File: src/rtl/psum_fifo.sv
`default_nettype none
// ============================================================================
// Module   : psum_fifo
// Purpose  : Partial-sum beat FIFO between the Local Network bus and the
//            consumer (bus side or GLB). First-word fall-through from
//            storage, registered ready, pass-length tracking with a one-cycle
//            done pulse and a sticky overflow flag.
// Revision : 1.0 - initial release
// ============================================================================
module psum_fifo #(
  parameter int DATA_SIZE = 16,
  parameter int PSUM_NUM  = 4,
  parameter int DEPTH     = 8
) (
  input  logic                              clk,
  input  logic                              rst,
  input  logic                              set_info,
  input  logic [7:0]                        pass_len,
  input  logic                              clear,
  input  logic [PSUM_NUM*DATA_SIZE:0]       in_beat,
  output logic                              in_ready,
  output logic [PSUM_NUM*DATA_SIZE:0]       out_beat,
  input  logic                              out_ready,
  output logic [$clog2(DEPTH):0]            count,
  output logic                              pass_done,
  output logic                              overflow
);

  localparam int c_DW = PSUM_NUM * DATA_SIZE;
  localparam int c_AW = $clog2(DEPTH);
  localparam int c_CW = c_AW + 1;
  localparam logic [c_CW-1:0] c_FULL = c_CW'(DEPTH);

  logic [c_DW-1:0] r_mem [DEPTH];
  logic [c_AW-1:0] r_wptr;
  logic [c_AW-1:0] r_rptr;
  logic [c_CW-1:0] r_count;
  logic            r_live;       // low until the first edge after reset release
  logic            r_ovf;
  logic [7:0]      r_pass_len;
  logic [7:0]      r_pass_cnt;
  logic            r_pass_done;

  logic            w_in_en;
  logic [c_DW-1:0] w_in_data;
  logic            w_out_en;
  logic            w_push;
  logic            w_pop;
  logic [7:0]      w_pass_next;

  assign w_in_en   = in_beat[c_DW];
  assign w_in_data = in_beat[c_DW-1:0];

  // Ready comes only from registered state; no path from out_ready.
  assign in_ready  = r_live && (r_count != c_FULL);
  assign w_out_en  = (r_count != '0);
  assign w_push    = w_in_en && in_ready;
  assign w_pop     = w_out_en && out_ready;
  assign w_pass_next = r_pass_cnt + 8'd1;

  // Empty FIFO drives an all-zero bus so stale storage never leaks out.
  assign out_beat  = w_out_en ? {1'b1, r_mem[r_rptr]} : '0;
  assign count     = r_count;
  assign pass_done = r_pass_done;
  assign overflow  = r_ovf;

  // Storage write; contents are not reset or flushed, only pointers are.
  always_ff @(posedge clk) begin
    if (w_push && !clear) begin
      r_mem[r_wptr] <= w_in_data;
    end
  end

  // Pointers and occupancy; pointers wrap naturally since DEPTH is 2^n.
  always_ff @(posedge clk or negedge rst) begin
    if (!rst) begin
      r_wptr  <= '0;
      r_rptr  <= '0;
      r_count <= '0;
      r_live  <= 1'b0;
    end else begin
      r_live <= 1'b1;
      if (clear) begin
        r_wptr  <= '0;
        r_rptr  <= '0;
        r_count <= '0;
      end else begin
        if (w_push) r_wptr <= r_wptr + 1'b1;
        if (w_pop)  r_rptr <= r_rptr + 1'b1;
        if (w_push && !w_pop)      r_count <= r_count + 1'b1;
        else if (!w_push && w_pop) r_count <= r_count - 1'b1;
      end
    end
  end

  // Sticky overflow: a beat offered while not ready is dropped and flagged.
  always_ff @(posedge clk or negedge rst) begin
    if (!rst) begin
      r_ovf <= 1'b0;
    end else if (clear) begin
      r_ovf <= 1'b0;
    end else if (w_in_en && !in_ready) begin
      r_ovf <= 1'b1;
    end
  end

  // Pass tracking: set_info beats a pop; a zero length disables counting.
  always_ff @(posedge clk or negedge rst) begin
    if (!rst) begin
      r_pass_len  <= 8'd0;
      r_pass_cnt  <= 8'd0;
      r_pass_done <= 1'b0;
    end else begin
      r_pass_done <= 1'b0;
      if (clear) begin
        r_pass_cnt <= 8'd0;
      end else if (set_info) begin
        r_pass_len <= pass_len;
        r_pass_cnt <= 8'd0;
      end else if (w_pop && (r_pass_len != 8'd0)) begin
        if (w_pass_next == r_pass_len) begin
          r_pass_cnt  <= 8'd0;
          r_pass_done <= 1'b1;
        end else begin
          r_pass_cnt <= w_pass_next;
        end
      end
    end
  end

endmodule
`default_nettype wire
File: config.mk
export PLATFORM = sky130hd
export DESIGN_NAME = psum_fifo
export DESIGN_NICKNAME = d
export VERILOG_FILES = /design/src/rtl/psum_fifo.sv
export SDC_FILE = /design/constraint.sdc
export NUM_CORES = 1
export LEC_CHECK = 0
export CORE_MARGIN = 3
export CORE_UTILIZATION = 40
export CTS_CLUSTER_SIZE = 25
export DETAILED_ROUTE_END_ITERATION = 7
export GPL_TIMING_DRIVEN = 0
export HOLD_SLACK_MARGIN = 0.1
export PLACE_DENSITY = 0.63
export SLEW_MARGIN = 20
export SYNTH_ARGS = -nofsm -noshare
export SYNTH_HDL_FRONTEND = slang
export SYNTH_SLANG_ARGS = --single-unit
File: constraint.sdc
create_clock -name clk -period 11.8 [get_ports clk]
set_clock_uncertainty 0.05 [all_clocks]
set_input_delay 2.36 -clock clk [delete_from_list [all_inputs] [get_ports clk]]
set_output_delay 2.36 -clock clk [all_outputs]
set_load 0.02 [all_outputs]
==> results.json <==
{
  "share_seq_of_total_power_pct": 41.5,
  "viasPerCell": 5.18,
  "port_buffers": 149,
  "ir_worst_vdd_mv": 0.149,
  "cp_max_fo": 10,
  "worstHoldPathCells": 2,
  "clk_latency_ns": 0.59,
  "grt_pass1_vias": 10700,
  "grt_pass1_wl_mm": 68.6,
  "post_cts_buffers": 0,
  "min-delay-path-class": "reg2reg",
  "crit_start": "count[1]$_DFFE_PN0P_",
  "r2r-end": "r_mem[1][35]$_DFFE_PP_",
  "cp-start-kind": "flop",
  "antenna_found_initial": 2,
  "synth-seq-area-share_pct": 76.4,
  "intPower_mw": 3.69,
  "async_reset_ff_share_pct": 5.36,
  "drt-pass1-iter-count": 5,
  "dp.final_hpwl_mm": 29.3,
  "yosysTopAreaCell": "edfxtp_1",
  "setup_viol": 0,
  "vias": 10200,
  "synth_nets": 1076,
  "pwr-share-comb_pct": 28.0,
  "htreeDepth": 2,
  "grtUsageTotal_pct": 16.3,
  "rsz0062_at_grt": "no",
  "initial_core_util_pct": 40.7,
  "clk_pin_slew_ns": 0.06,
  "boundaryPins": 150,
  "p_leak_nw": 8.10,
  "fillers": 4208,
  "drcViolationCount": 0,
  "netlist.area_leader.share_pct": 73.0,
  "syn_area_per_cell_um2": 21.2,
  "hold_viol": 0,
  "regArea_um2": 16100,
  "nNetsFinal": 1322,
  "synth_edf_count": 512,
  "tightest_slew_ns": 1.06,
  "layout_min_cycle_time_ns": 6.20,
  "std_cell_rows": 83,
  "die_y_um": 235,
  "yosys_warnings": 0,
  "die_w_um": 235,
  "drive_gt1_share_pct": 21.6,
  "routedWlPerCell_um": 22.9,
  "coreArea_um2": 51700,
  "regToRegSetupSlack_ns": 8.44,
  "cts_buffer_depth": 3,
  "cts_root_buf": "clkbuf_16",
  "hold_end": "overflow$_DFFE_PN0P_",
  "fin_ws_ns": 5.60,
  "clkPwrFrac_pct": 30.5,
  "postRouteAntennaNets": 0,
  "multi_input_area_um2": 4780,
  "min-delay-start": "overflow$_DFFE_PN0P_",
  "power.density_nw_per_um2": 202,
  "worstPathRequired_ns": 9.39,
  "grt_max_degree": 30,
  "worstSetupEndpointType": "primary output",
  "wirelength_mm": 44.9,
  "ys_seq_elements": 541,
  "max_cap_viol_count": 0,
  "cts_hold_buf": 0,
  "synth_cell_types": 50,
  "slew_viol_final": 0,
  "path_class": "reg2out",
  "gp_congestion": 0.736,
  "setup_tns_ns": 0,
  "relSlewSlack_pct": 29.0,
  "p_sw_share_pct": 29.0,
  "post_cts_resized": 0,
  "cp.arrival_ns": 3.79,
  "synthCells": 992,
  "die_area_um2": 55400,
  "syn_to_final_growth_pct": 22.4,
  "r2r_cells": 9,
  "synth_area_um2": 21100,
  "status": "finished, final reports clean",
  "r2r-start": "count[0]$_DFFE_PN0P_",
  "min_period_over_period_pct": 52.5,
  "fin_util_pct": 49.8,
  "fmax_ghz": 0.161,
  "post_synth_main_area_contributors": "edfxtp_1 (73%), mux4_2 (14%), dfrtp_1 (3.4%), mux2i_1 (3.1%), nor2_1 (1.5%)",
  "synth_flop_cell": "edfxtp_1",
  "dpl_worst_slack_ns": 6.10,
  "tritoncts": "built",
  "timing.hold.ws_ns": 0.452,
  "grt.overflow.total": 0,
  "drt_first_iter_violations": 760,
  "cts_buffers": 54,
  "total_power_mw": 5.20,
  "power.switching_mw": 1.51,
  "clock_sinks": 541
}
## layer usage
layer	global-route usage [%]	part of all wire, %	up-vias	routed length [µm]
li1	-	-	4563	-
met4	4.31	1.9	2	842
met3	2.84	4.8	61	2170
met1	22.9	44	5325	19700
met5	0	0.038	-	17
met2	26.6	49	219	22200
## registers in the layout, indices dropped and copies added (netlist names)
name,flops
r_live,1
pass_done,1
overflow,1
r_pass_len,8
count,4
r_mem,512
r_wptr,3
r_pass_cnt,8
r_rptr,3
## placed cells by master (no fill, tap or decap), types with 18 or more instances in the layout
cell             count
nor2_1              78
dfrtp_1             29
edfxtp_1           512
clkbuf_1            38
mux2i_1             66
clkinv_1            18
buf_4               18
clkdlybuf4s50_1    148
clkbuf_16           54
mux4_2             128
## per-stage QoR
step           cell area (µm²)  instances
2_1_floorplan            21100        992
3_3_place_gp             23400       1821
3_5_place_dp             24100       1862
4_1_cts                  25800       1962
5_1_grt                  25800       1962
6_report                 25800       1963
## worst max path at each step
stage / endpoint / slack [ns] / cells past startpoint
2_1_floorplan: r_mem[0][0]$_DFFE_PP_ / 3.94 / 3
3_3_place_gp: r_mem[0][37]$_DFFE_PP_ / -1.53 / 4
3_5_place_dp: out_beat[20] / 6.10 / 6
4_1_cts: out_beat[20] / 5.45 / 6
5_1_grt: out_beat[15] / 5.38 / 6
6_report: out_beat[15] / 5.60 / 6
## Yosys cell counts (all sizes together) (2+ instances only)
cell,number
dfrtp,29
a211oi,7
nor2b,2
ha,5
nand2b,5
mux4,128
nor2,85
mux2i,66
edfxtp,512
o21ai,3
mux2,9
nor4,2
nand3,7
buf,23
clkbuf,25
xor2,7
inv,7
nor3,5
or3,7
a21boi,2
nand2,16
a21oi,7
nand4,3
a21o,6
xnor2,7
and3,2
## power by group through the flow
stage | combinational, mW | clock, mW | sequential, mW
after floorplan | 0.856 | 0 | 2.21
after global placement | 1.47 | 0 | 2.21
after detailed placement | 1.49 | 0 | 2.20
after CTS | 1.49 | 1.62 | 2.16
after global routing | 1.57 | 1.71 | 2.16
final | 1.46 | 1.58 | 2.16
## cell families after synthesis
group                    after synthesis  synth area share [%]
flip-flops                           541                  76.4
multiplexers                         203                  17.3
AND/OR/NAND/NOR                      136                  2.85
buffers and inverters                 55                  1.11
AO/OA/AOI/OAI                         35                  1.19
XOR/XNOR                              15                 0.689
adder cells (fa/ha/maj)                6                 0.392
other                                  1                0.0178
## worst max-delay path: stages (launching register included)
cell and delay, ns:
dfrtp_1 0.44, or3_1 0.44, nor2_1 0.17, clkbuf_1 0.81, buf_1 0.58, nor2_1 0.17, clkdlybuf4s50_1 0.58
## layout make-up
type / count / share of cell area (%)
Sequential cell: 541 / 62.5
Tap cell: 680 / 3.30
Buffer: 48 / 0.806
Multi-Input combinational cell: 396 / 18.6
Antenna cell: 1 / 0.00971
Clock buffer: 67 / 5.43
Inverter: 7 / 0.102
Clock inverter: 33 / 0.879
Timing Repair Buffer: 190 / 8.46
(Power assumes the default switching activity.)
